### config.mk
export PLATFORM = sky130hd
export DESIGN_NAME = traffic_lamp_monitor
export DESIGN_NICKNAME = d
export VERILOG_FILES = /design/src/rtl/traffic_lamp_monitor.sv
export SDC_FILE = /design/constraint.sdc
export NUM_CORES = 1
export LEC_CHECK = 0
export ABC_CLOCK_PERIOD_IN_PS = 5300
export CAP_MARGIN = 10
export CORE_AREA = 2 2 61 49
export DETAILED_ROUTE_END_ITERATION = 7
export DIE_AREA = 0 0 63 51
export GPL_ROUTABILITY_DRIVEN = 0
export HOLD_SLACK_MARGIN = 0.03
export PLACE_DENSITY = 0.93
export SETUP_SLACK_MARGIN = 0.1
export SYNTH_ARGS = -nofsm -noshare
export SYNTH_HDL_FRONTEND = slang
export SYNTH_SLANG_ARGS = --single-unit
### constraint.sdc
create_clock -name clk -period 5.3 [get_ports clk]
set_clock_uncertainty 0.15 [all_clocks]
set_input_delay 1.06 -clock clk [delete_from_list [all_inputs] [get_ports clk]]
set_output_delay 1.06 -clock clk [all_outputs]
set_load 0.02 [all_outputs]
### src/rtl/traffic_lamp_monitor.sv
// -----------------------------------------------------------------------------
// traffic_lamp_monitor
//   Receive-side checker for the one-hot lamp bus of a traffic-light controller
//   (RED=3'b100, GREEN=3'b010, YELLOW=3'b001). Each clock it samples the bus and
//   checks code legality, phase order RED->GREEN->YELLOW->RED and per-phase
//   dwell time. The first violation latches a sticky fault with a cause code.
//   Completed light cycles (YELLOW->RED transitions) are counted.
//
// Ports
//   clk         in   1      clock, all state updates on posedge
//   rst_n       in   1      asynchronous active-low reset
//   lamp        in   3      lamp bus under test
//   clear       in   1      one-cycle pulse: clear fault, return to SYNC
//   fault       out  1      sticky fault flag
//   fault_code  out  3      000 none, 001 illegal code, 010 illegal order,
//                           011 dwell short, 100 dwell long
//   phase       out  2      tracked phase: 00 RED, 01 GREEN, 10 YELLOW
//   in_sync     out  1      monitor locked to a legal phase
//   cycle_cnt   out  CNT_W  completed YELLOW->RED transitions (wraps)
// -----------------------------------------------------------------------------
module traffic_lamp_monitor #(
    parameter int MIN_DWELL = 1,
    parameter int MAX_DWELL = 4,
    parameter int CNT_W     = 8
) (
    input  logic             clk,
    input  logic             rst_n,
    input  logic [2:0]       lamp,
    input  logic             clear,
    output logic             fault,
    output logic [2:0]       fault_code,
    output logic [1:0]       phase,
    output logic             in_sync,
    output logic [CNT_W-1:0] cycle_cnt
);

    // Dwell counter only needs to reach MAX_DWELL: the sample after that faults.
    localparam int DW_W = $clog2(MAX_DWELL + 1);
    localparam logic [DW_W-1:0] MIN_DW = DW_W'(MIN_DWELL);
    localparam logic [DW_W-1:0] MAX_DW = DW_W'(MAX_DWELL);

    localparam logic [1:0] PH_RED    = 2'b00;
    localparam logic [1:0] PH_GREEN  = 2'b01;
    localparam logic [1:0] PH_YELLOW = 2'b10;

    localparam logic [2:0] CODE_NONE    = 3'b000;
    localparam logic [2:0] CODE_ILLEGAL = 3'b001;
    localparam logic [2:0] CODE_ORDER   = 3'b010;
    localparam logic [2:0] CODE_SHORT   = 3'b011;
    localparam logic [2:0] CODE_LONG    = 3'b100;

    typedef enum logic [1:0] {
        ST_SYNC  = 2'b00,
        ST_TRACK = 2'b01,
        ST_FAULT = 2'b10
    } state_t;

    // Only the three one-hot lamp codes are legal.
    function automatic logic f_is_legal(input logic [2:0] code);
        logic ok;
        case (code)
            3'b100, 3'b010, 3'b001: ok = 1'b1;
            default:                ok = 1'b0;
        endcase
        return ok;
    endfunction

    // Map a legal lamp code onto the phase encoding.
    function automatic logic [1:0] f_code2phase(input logic [2:0] code);
        logic [1:0] ph;
        case (code)
            3'b100:  ph = PH_RED;
            3'b010:  ph = PH_GREEN;
            3'b001:  ph = PH_YELLOW;
            default: ph = PH_RED;
        endcase
        return ph;
    endfunction

    // Successor phase in the RED->GREEN->YELLOW->RED ring.
    function automatic logic [1:0] f_next_phase(input logic [1:0] ph);
        logic [1:0] nx;
        case (ph)
            PH_RED:    nx = PH_GREEN;
            PH_GREEN:  nx = PH_YELLOW;
            PH_YELLOW: nx = PH_RED;
            default:   nx = PH_RED;
        endcase
        return nx;
    endfunction

    state_t             r_state;
    logic [1:0]         r_phase;
    logic [DW_W-1:0]    r_dwell;
    logic               r_first;
    logic               r_fault;
    logic [2:0]         r_fault_code;
    logic               r_in_sync;
    logic [CNT_W-1:0]   r_cycle_cnt;

    logic               w_legal;
    logic [1:0]         w_lamp_phase;
    logic [1:0]         w_next_phase;
    logic               w_is_same;
    logic               w_is_next;
    logic [2:0]         w_cause;

    assign w_legal      = f_is_legal(lamp);
    assign w_lamp_phase = f_code2phase(lamp);
    assign w_next_phase = f_next_phase(r_phase);
    assign w_is_same    = w_legal && (w_lamp_phase == r_phase);
    assign w_is_next    = w_legal && (w_lamp_phase == w_next_phase);

    // Violation cause for the current sample while tracking, highest priority first.
    always_comb begin
        w_cause = CODE_NONE;
        if (!w_legal) begin
            w_cause = CODE_ILLEGAL;
        end else if (!w_is_same && !w_is_next) begin
            w_cause = CODE_ORDER;
        end else if (w_is_next && (r_dwell < MIN_DW) && !r_first) begin
            // r_first spares the partially observed phase seen right after lock.
            w_cause = CODE_SHORT;
        end else if (w_is_same && (r_dwell == MAX_DW)) begin
            w_cause = CODE_LONG;
        end else begin
            w_cause = CODE_NONE;
        end
    end

    // Monitor FSM with registered outputs; clear overrides anything detected this edge.
    always_ff @(posedge clk or negedge rst_n) begin
        if (!rst_n) begin
            r_state      <= ST_SYNC;
            r_phase      <= PH_RED;
            r_dwell      <= '0;
            r_first      <= 1'b0;
            r_fault      <= 1'b0;
            r_fault_code <= CODE_NONE;
            r_in_sync    <= 1'b0;
            r_cycle_cnt  <= '0;
        end else if (clear) begin
            // cycle_cnt deliberately survives a clear.
            r_state      <= ST_SYNC;
            r_phase      <= PH_RED;
            r_dwell      <= '0;
            r_first      <= 1'b0;
            r_fault      <= 1'b0;
            r_fault_code <= CODE_NONE;
            r_in_sync    <= 1'b0;
        end else begin
            case (r_state)
                ST_SYNC: begin
                    if (w_legal) begin
                        r_state   <= ST_TRACK;
                        r_phase   <= w_lamp_phase;
                        r_dwell   <= DW_W'(1);
                        r_first   <= 1'b1;
                        r_in_sync <= 1'b1;
                    end else begin
                        r_state   <= ST_SYNC;
                    end
                end
                ST_TRACK: begin
                    if (w_cause != CODE_NONE) begin
                        r_state      <= ST_FAULT;
                        r_fault      <= 1'b1;
                        r_fault_code <= w_cause;
                        r_in_sync    <= 1'b0;
                    end else if (w_is_same) begin
                        r_dwell <= r_dwell + DW_W'(1);
                    end else begin
                        r_phase <= w_next_phase;
                        r_dwell <= DW_W'(1);
                        r_first <= 1'b0;
                        if (r_phase == PH_YELLOW) begin
                            r_cycle_cnt <= r_cycle_cnt + CNT_W'(1);
                        end else begin
                            r_cycle_cnt <= r_cycle_cnt;
                        end
                    end
                end
                ST_FAULT: begin
                    // Sticky: only clear or reset leave this state.
                    r_state <= ST_FAULT;
                end
                default: begin
                    r_state   <= ST_SYNC;
                    r_in_sync <= 1'b0;
                end
            endcase
        end
    end

    assign fault      = r_fault;
    assign fault_code = r_fault_code;
    assign phase      = r_phase;
    assign in_sync    = r_in_sync;
    assign cycle_cnt  = r_cycle_cnt;

endmodule

Word level (Yosys, flattened, before mapping)
Cells that the tools add are included.
{ "word_totals": {"word_cells": 85, "output_inout_bits": 15, "regBits": 21} }
{ "op_classes": {"n_reduce_logical": 21, "n_eq_ne": 15, "mux": 35, "order_cmp": 1, "n_bitwise": 3, "addsub": 2} }
{ "op_table": {"columns": ["cell", "count"], "rows": [
  ["two-way mux 3 bit", 11],
  ["two-way mux 2 bit", 6],
  ["inequality test 3 bit, second input constant", 4],
  ["case mux 2 bit (2 select lines)", 3],
  ["two-way mux 1 bit", 11],
  ["adder 8 x 1 -> 8 bit, second input constant", 1],
  ["equality test 3 bit, second input constant", 2],
  ["logical AND 1 bit", 6],
  ["case mux 2 bit (3 select lines)", 1],
  ["case mux 3 bit (2 select lines)", 1],
  ["AND reduction 3 bit", 2],
  ["nonzero test 3 bit", 2],
  ["AND reduction 5 bit", 1],
  ["equality test 2 x 1 -> 1 bit, second input constant", 2],
  ["equality test 2 bit", 2],
  ["equality test 2 bit, second input constant", 2],
  ["zero test 2 bit", 2],
  ["AND reduction 4 bit", 1],
  ["nonzero test 2 bit", 2],
  ["adder 3 x 1 -> 3 bit, second input constant", 1],
  ["equality test 3 x 1 -> 1 bit, second input constant", 1],
  ["equality test 3 x 2 -> 1 bit, second input constant", 1],
  ["zero test 1 bit", 3],
  ["less-than comparator 3 x 1 -> 1 bit, second input constant", 1],
  ["6 further kinds", 8]
]} }

Longest topological paths before layout
Gate-level depths: netlist of run 1.
{ "logic_depth": {"depth_word": 13, "mapped_depth": 8, "depth_no_buf": 7} }

Worst setup path after synthesis of run 1
OpenSTA, ideal clock, no wires.
{ "synth_path": {"path_type": "input -> register", "start": "input port lamp[2]", "end": "register r_cycle_cnt[1] (netlist: cycle_cnt[1])", "t_arrival_ns": 2.691, "cell_stages": 7, "n_path_buf": 1, "setup_slack_ns": 2.334, "required_ns": 5.025, "setup_ns": 0.125, "cell_sequence": "buf_6 > or3b_4 > nor3_2 > nor2_2 > a211o_4 > nor2_1 > mux2_2"} }
{ "synth_via": {"elab_chain_cells": 12, "word_cells_on_any_way": 24, "classes_between": "eq/ne (5); mux (6); bitwise (2); reduce/logical (11)"} }
{ "synth_rtl": {"columns": ["element", "line_no", "rtl"], "rows": [
  ["start: declaration", "28", "input logic [2:0] lamp,"],
  ["equality test 3 x 1 -> 1 bit, or another cell as far along", "61, 71", null],
  ["case mux 2 bit (2 select lines) or OR reduction 3 bit (tied branches)", "71, 61", null],
  ["equality test 2 bit, or another cell as far along", "111", "assign w_is_same = w_legal && (w_lamp_phase == r_phase);"],
  ["logical AND 1 bit (on tied branches)", "111, 112", null],
  ["logical AND 1 bit (on tied branches)", "124, 121", null],
  ["two-way mux 3 bit or logical AND 1 bit (tied branches)", "124, 121", null],
  ["two-way mux 3 bit", "121", "end else if (w_is_next && (r_dwell < MIN_DW) && !r_first) begin"],
  ["two-way mux 3 bit", "119", "end else if (!w_is_same && !w_is_next) begin"],
  ["two-way mux 3 bit", "117", "if (!w_legal) begin"],
  ["nonzero test 3 bit", "165", "if (w_cause != CODE_NONE) begin"],
  ["NOT 1 bit (no line)", null, null],
  ["AND reduction 5 bit (no line) *", null, null],
  ["end signal: assignment", "177", "r_cycle_cnt <= r_cycle_cnt + CNT_W'(1);"],
  ["end signal: assignment", "179", "r_cycle_cnt <= r_cycle_cnt;"],
  ["end: declaration", "99", "logic [CNT_W-1:0] r_cycle_cnt;"]
]} }
Mark *: on every way between the ends. The rest lies on a longest branch, timed or not.
A chain may end at the register's enable or synchronous reset.

Final worst setup path of run 1
{ "layout_path": {"start": "input port lamp[0]", "end": "register r_cycle_cnt[7] (netlist: cycle_cnt[7])"} }
The elaborated chain is that of the path after synthesis.

==> results of run 1 <==
## layer usage
layer / up-vias / track usage / wire length (µm)
met5: - / 0 / 0
met4: 0 / 0.0815 / 25
met1: 582 / 0.274 / 1410
li1: 587 / - / -
met2: 43 / 0.323 / 1430
met3: 6 / 0.0485 / 136
## worst max-delay path, delay by kind of cell
family | cells | cell delay (ns)
buffers and inverters | 1 | 0.70
AOI/OAI and AO/OA | 1 | 0.42
and+or+nand+nor | 4 | 1.24
xor gates and xnor gates | 1 | 0.18
## placed cells by master, fill, tap and decap left out, types with 3 or more instances in the layout
cell	n
nand3_1	6
ha_1	6
nor3_2	3
clkdlybuf4s50_1	20
nand4_1	3
dfrtp_1	21
nor2_1	10
xor2_1	6
inv_1	10
nand2_1	10
a21oi_1	10
nor3_1	3
clkbuf_4	3
nor4_1	3
o21ai_0	10
a22o_1	4
o211ai_1	4
## state kept, by name, summed over array words and instances, names as in the netlist
signal and count:
in_sync 1, fault_code 3, r_dwell 3, r_first 1, phase 2, cycle_cnt 8, fault 1, r_state 2
## layout make-up
cell class | count | area, µm²
fill | 215 | 1060
multi-input combinational | 113 | 805
sequential | 21 | 526
timing repair buffer | 20 | 200
tap | 38 | 47.5
inverter | 10 | 37.5
clock buffer | 3 | 22.5
clock inverter | 1 | 5.00
## through the flow
| step | setup WS [ns] | hold slack, ns | cells | util |
|---|---|---|---|---|
| finish | 1.78 | 0.328 | 206 | 0.608 |
| global route | 1.67 | 0.361 | 206 | 0.608 |
| CTS | 1.83 | 0.332 | 206 | 0.608 |
| detailed placement | 1.49 | 0.310 | 202 | 0.598 |
| global placement | 1.61 | 0.310 | 202 | 0.598 |
| floorplan | 2.33 | 0.362 | 153 | - |
## where the power goes
part / switching (mW) / internal [mW]
clock: 0.0499 / 0.0282
combinational: 0.0517 / 0.0379
sequential: 0.00880 / 0.168
total: 0.110 / 0.234
## kinds of logic after synthesis
| group | count (synthesis) | share of synthesized area |
|---|---|---|
| AOI/OAI and AO/OA | 47 | 0.240 |
| adders and majority gates | 6 | 0.0516 |
| muxes | 1 | 0.00774 |
| and+or+nand+nor | 51 | 0.206 |
| DFF | 21 | 0.361 |
| xor gates and xnor gates | 8 | 0.0482 |
| buffers and inverters | 19 | 0.0860 |
## worst paths after layout
kind                                           from                  endpoint  depth (start not counted)
max                                         lamp[0]  cycle_cnt[7]$_DFFE_PN0P_                          7
min                        cycle_cnt[7]$_DFFE_PN0P_  cycle_cnt[7]$_DFFE_PN0P_                          1
max reg2reg                  r_state[1]$_DFFE_PN0P_  cycle_cnt[1]$_DFFE_PN0P_                          7
min reg2reg                cycle_cnt[7]$_DFFE_PN0P_  cycle_cnt[7]$_DFFE_PN0P_                          1
max in group asynchronous                     rst_n  cycle_cnt[3]$_DFFE_PN0P_                          1
min in group asynchronous                     rst_n  cycle_cnt[2]$_DFFE_PN0P_                          1
==> metrics.csv, run 1 <==
stage,metric,value,unit
global_route,grt_pass1_vias,1127,
synth,synthArstFlopShare,1.00,
synth,yosysTopAreaCell,dfrtp_1,
critical_path,slowest_delay,0.70,ns
pwr,p_leak,0.696,nW
global_route,antenna_found_initial,0,
pwr,fin_total_pwr,0.344,mW
floorplanning,die_area,3210,µm²
placed_design,numPortBuffers,20,
final_layout,diodes,0,
synth,syn_area,1460,µm²
final_layout,drive_gt1_frac,0.131,
final_layout,finish.net_count,181,
global_route,grt_overflow,0,
critical_path,worst_setup_path_end_kind,flop,
synth,syn_avg_cell_area,9.51,µm²
critical_path,critPathMaxFanout,15,
floorplanning,rows,17,
synth,ys_warn_count,0,
synth,synth_top_area_share,0.361,
critical_path,crit_type,in -> reg,
clock_tree,root_buffer,clkbuf_4,
clock_tree,clk_latency,0.31,ns
synth,synth.area.top_cells,"dfrtp_1 36%, ha_1 5.2%, xor2_1 3.6%",
sta,finalMaxSlewViolations,0,
routing,via_per_inst,5.91,
placed_design,dpl_cell_area,1620,µm²
clock_tree,cts_sinks,21,
min_path,min_path_type,reg -> reg,
pwr,vdd.ir_drop.worst,0.162,mV
routing,detail-route-antenna-nets,0,
sta,setup_tns,0,ns
critical_path,crit_slowest_cell,clkdlybuf4s50_1,
sta,fin_crit,3.52,ns
sta,finalCritPeriodShare,0.664,
sta,max_freq,284,MHz
synth,synth_cell_types,50,
floorplanning,design.core.area,2700,µm²
placed_design,dp_hpwl,2.18,mm
run,drv_cap,0,
routing,drc_errors,0,
pwr,powerDensity,210,nW/µm²
sta,setup_viol,0,
critical_path,worst-endpoint-required,5.39,ns
critical_path,cp-start-kind,input pin,
clock_tree,clk_transition_reported_paths,0.11,ns
synth,synth_flop_cell,dfrtp_1,
routing,wl_per_cell,14.5,µm
synth,synth_cells,153,
synth,synth_edf_count,0,
floorplanning,die_w,63,µm
routing,wirelength,3.00,mm
global_route,grt_max_degree,22,
final_layout,syn_to_final_growth,12.9,%
clock_tree,ctsHoldBuffers,0,
global_route,track_usage,0.205,
routing,drt_iter0_drc,57,
clock_tree,post_cts_buffers,0,
routing,num_vias,1218,
clock_tree,cts_resized,0,
synth,synth_nets,165,
critical_path,timing.reg2reg.setup_slack,2.49,ns
floorplanning,die_h,51,µm
floorplanning,pin_count,21,
run_status,status,finished clean,
synth,ys_seq_elements,21,
sta,rsz0062_at_grt,false,
clock_tree,cts_buffer_depth,2,
clock_tree,htree_levels,1,
sta,hold_viol_final,0,
synth,yosysMostFrequentCell,dfrtp_1,
critical_path,worstPathCellList,clkdlybuf4s50_1 -> or3b_4 -> nor3_2 -> nor2_2 -> a211o_4 -> nor4_1 -> xor2_1,
global_route,grt_pass1_wl,5.13,mm
final_layout,fin_area,1640,µm²
clock_tree,cts_tree,built,
synth,ys_seq_area_frac,0.361,
critical_path,cp.arrival,3.60,ns
sta,relSlewSlack,0.379,
routing,drt_first_pass_iters,4,
clock_tree,numCtsBuffers,3,
sta,worstMarginPinSlew,0.928,ns
floorplanning,start_util,0.539,
Note: power is estimated with default switching activity, not from simulation.
==> inputs of run 2 (changes only) <==
--- a/config.mk
+++ b/config.mk
@@ -5,14 +5,14 @@
 export SDC_FILE = /design/constraint.sdc
 export NUM_CORES = 1
 export LEC_CHECK = 0
-export ABC_CLOCK_PERIOD_IN_PS = 5300
+export ABC_CLOCK_PERIOD_IN_PS = 3650
 export CAP_MARGIN = 10
-export CORE_AREA = 2 2 61 49
+export CORE_AREA = 2 2 63 50
 export DETAILED_ROUTE_END_ITERATION = 7
-export DIE_AREA = 0 0 63 51
+export DIE_AREA = 0 0 65 52
 export GPL_ROUTABILITY_DRIVEN = 0
 export HOLD_SLACK_MARGIN = 0.03
-export PLACE_DENSITY = 0.93
+export PLACE_DENSITY = 0.89
 export SETUP_SLACK_MARGIN = 0.1
 export SYNTH_ARGS = -nofsm -noshare
 export SYNTH_HDL_FRONTEND = slang
==> constraint.sdc (replaced) <==
create_clock -name clk -period 3.65 [get_ports clk]
set_clock_uncertainty 0.15 [all_clocks]
set_input_delay 0.73 -clock clk [delete_from_list [all_inputs] [get_ports clk]]
set_output_delay 0.73 -clock clk [all_outputs]
set_load 0.02 [all_outputs]
==> metrics.csv, run 2 (same netlist as run 1, synthesis figures left out) <==
stage,metric,value,unit
run_status,status,finished clean,
clock_tree,cts_resized,0,
clock_tree,cts_sinks,21,
final_layout,mostFrequentLayoutCell,dfrtp_1,
critical_path,cp.arrival,3.08,ns
sta,worstMarginPinSlew,0.928,ns
floorplanning,design.core.area,2790,µm²
critical_path,r2r-start,r_state[1]$_DFFE_PN0P_,
pwr,p_switching,0.161,mW
sta,finalCritPeriodShare,0.845,
final_layout,fin_cells,207,
global_route,grt_pass1_vias,1110,
sta,hold_viol_final,0,
sta,setup_viol,0,
routing,num_vias,1179,
final_layout,syn_to_final_growth,14.6,%
routing,wl_per_cell,14.2,µm
placed_design,dp_hpwl,2.20,mm
min_path,min_path_type,reg -> reg,
routing,drt_first_pass_iters,4,
sta,rsz0062_at_grt,false,
final_layout,largest_register_ff_count,8,
sta,setup_tns,0,ns
critical_path,worst-endpoint-required,3.65,ns
pwr,vdd.ir_drop.worst,0.221,mV
global_route,grt_overflow,0,
pwr,p_leak,0.706,nW
floorplanning,die_w,65,µm
sta,fin_ws,0.567,ns
final_layout,fin_area,1670,µm²
floorplanning,start_util,0.522,
clock_tree,ctsHoldBuffers,0,
final_layout,drive_gt1_frac,0.130,
placed_design,dpl_cell_area,1620,µm²
sta,max_freq,324,MHz
pwr,powerDensity,323,nW/µm²
pwr,p_seq_frac,0.476,
min_path,hold_start,cycle_cnt[7]$_DFFE_PN0P_,
placed_design,dpl_worst_slack,0.286,ns
placed_design,place_inst,203,
final_layout,diodes,0,
routing,wirelength,2.95,mm
critical_path,cp-start-kind,input pin,
global_route,track_usage,0.198,
critical_path,critPathMaxFanout,15,
placed_design,numPortBuffers,20,
global_route,grt_pass1_wl,5.09,mm
clock_tree,post_cts_buffers,0,
clock_tree,root_buffer,clkbuf_8,
clock_tree,cts_buffer_depth,2,
floorplanning,die_h,52,µm
final_layout,finish.net_count,182,
final_layout,multi_input_area,805,µm²
critical_path,cp-startpoint,lamp[1],
run,drv_cap,0,
clock_tree,cts_tree,built,
global_route,grt_max_degree,22,
clock_tree,numCtsBuffers,3,
floorplanning,pin_count,21,
routing,drc_errors,0,
routing,via_per_inst,5.70,
routing,detail-route-antenna-nets,0,
pwr,intPower,0.377,mW
global_route,antenna_found_initial,0,
final_layout,nFillCells,226,
clock_tree,clk_transition_reported_paths,0.07,ns
sta,finalMaxSlewViolations,0,
sta,relSlewSlack,0.379,
clock_tree,clk_latency,0.26,ns
floorplanning,die_area,3380,µm²
sta,fin_crit,3.08,ns
clock_tree,htree_levels,1,
pwr,p_sw_frac,0.300,
routing,drt_iter0_drc,88,
critical_path,worst_setup_path_end_kind,flop,
floorplanning,rows,17,
final_layout,seq_area,526,µm²
pwr,power_frac_clock,0.283,
final_layout,most-common-layout-cells,"21 x dfrtp_1, 20 x clkdlybuf4s50_1",
pwr,comb_power_share,0.241,
final_layout,finalCoreUtilization,0.599,
critical_path,crit_type,in -> reg,
==> run 2: cell types whose count changed in the layout (fill, tap and decap cells not counted), sizes merged <==
cell / change
clkbuf: +1
clkinv: -1
buf: +1
==> run 2: layout make-up <==
| type | instances | area share |
|---|---|---|
| clock buffer | 4 | 0.0270 |
| tap | 38 | 0.0285 |
| timing repair buffer | 21 | 0.125 |
| inverter | 10 | 0.0225 |
| sequential | 21 | 0.315 |
| multi-input combinational | 113 | 0.482 |
==> run 2: critical path, stage by stage <==
cell             delay (ns)
clkdlybuf4s50_1        0.58
or3b_4                 0.50
nor3_2                 0.19
nor2_2                 0.12
a211o_4                0.41
nor2_1                 0.20
mux2_2                 0.36
==> run 2: power groups by stage <==
stage	Combinational (mW)	Clock, mW	Sequential, mW
4_1_cts	0.129	0.155	0.256
6_report	0.130	0.152	0.256
3_5_place_dp	0.129	0	0.260
2_1_floorplan	0.0943	0	0.262
5_1_grt	0.144	0.166	0.258
3_3_place_gp	0.125	0	0.259
==> run 2: final timing paths <==
kind | slack [ns] | depth (start not counted) | endpoint
min | 0.33 | 1 | cycle_cnt[7]$_DFFE_PN0P_
max reg2reg | 0.83 | 7 | cycle_cnt[1]$_DFFE_PN0P_
min reg2reg | 0.33 | 1 | cycle_cnt[7]$_DFFE_PN0P_
max in group asynchronous | 1.95 | 1 | fault_code[1]$_DFFE_PN0P_
max | 0.57 | 7 | cycle_cnt[1]$_DFFE_PN0P_
min in group asynchronous | 0.83 | 1 | cycle_cnt[7]$_DFFE_PN0P_
==> run 2: routing by layer <==
layer / wire [µm] / part of all wire / vias to the layer above / track usage
li1: - / - / 585 / -
met1: 1420 / 0.48 / 562 / 0.269
met2: 1380 / 0.47 / 28 / 0.318
met3: 129 / 0.044 / 4 / 0.0519
met4: 19 / 0.0065 / 0 / 0.0496
met5: 0 / 0 / - / 0
==> run 2: stage by stage <==
stage	hold WS, ns	total power, mW
finish	0.326	0.538
global route	0.348	0.568
CTS	0.324	0.541
detailed placement	0.314	0.389
global placement	0.308	0.384
floorplan	0.284	0.356
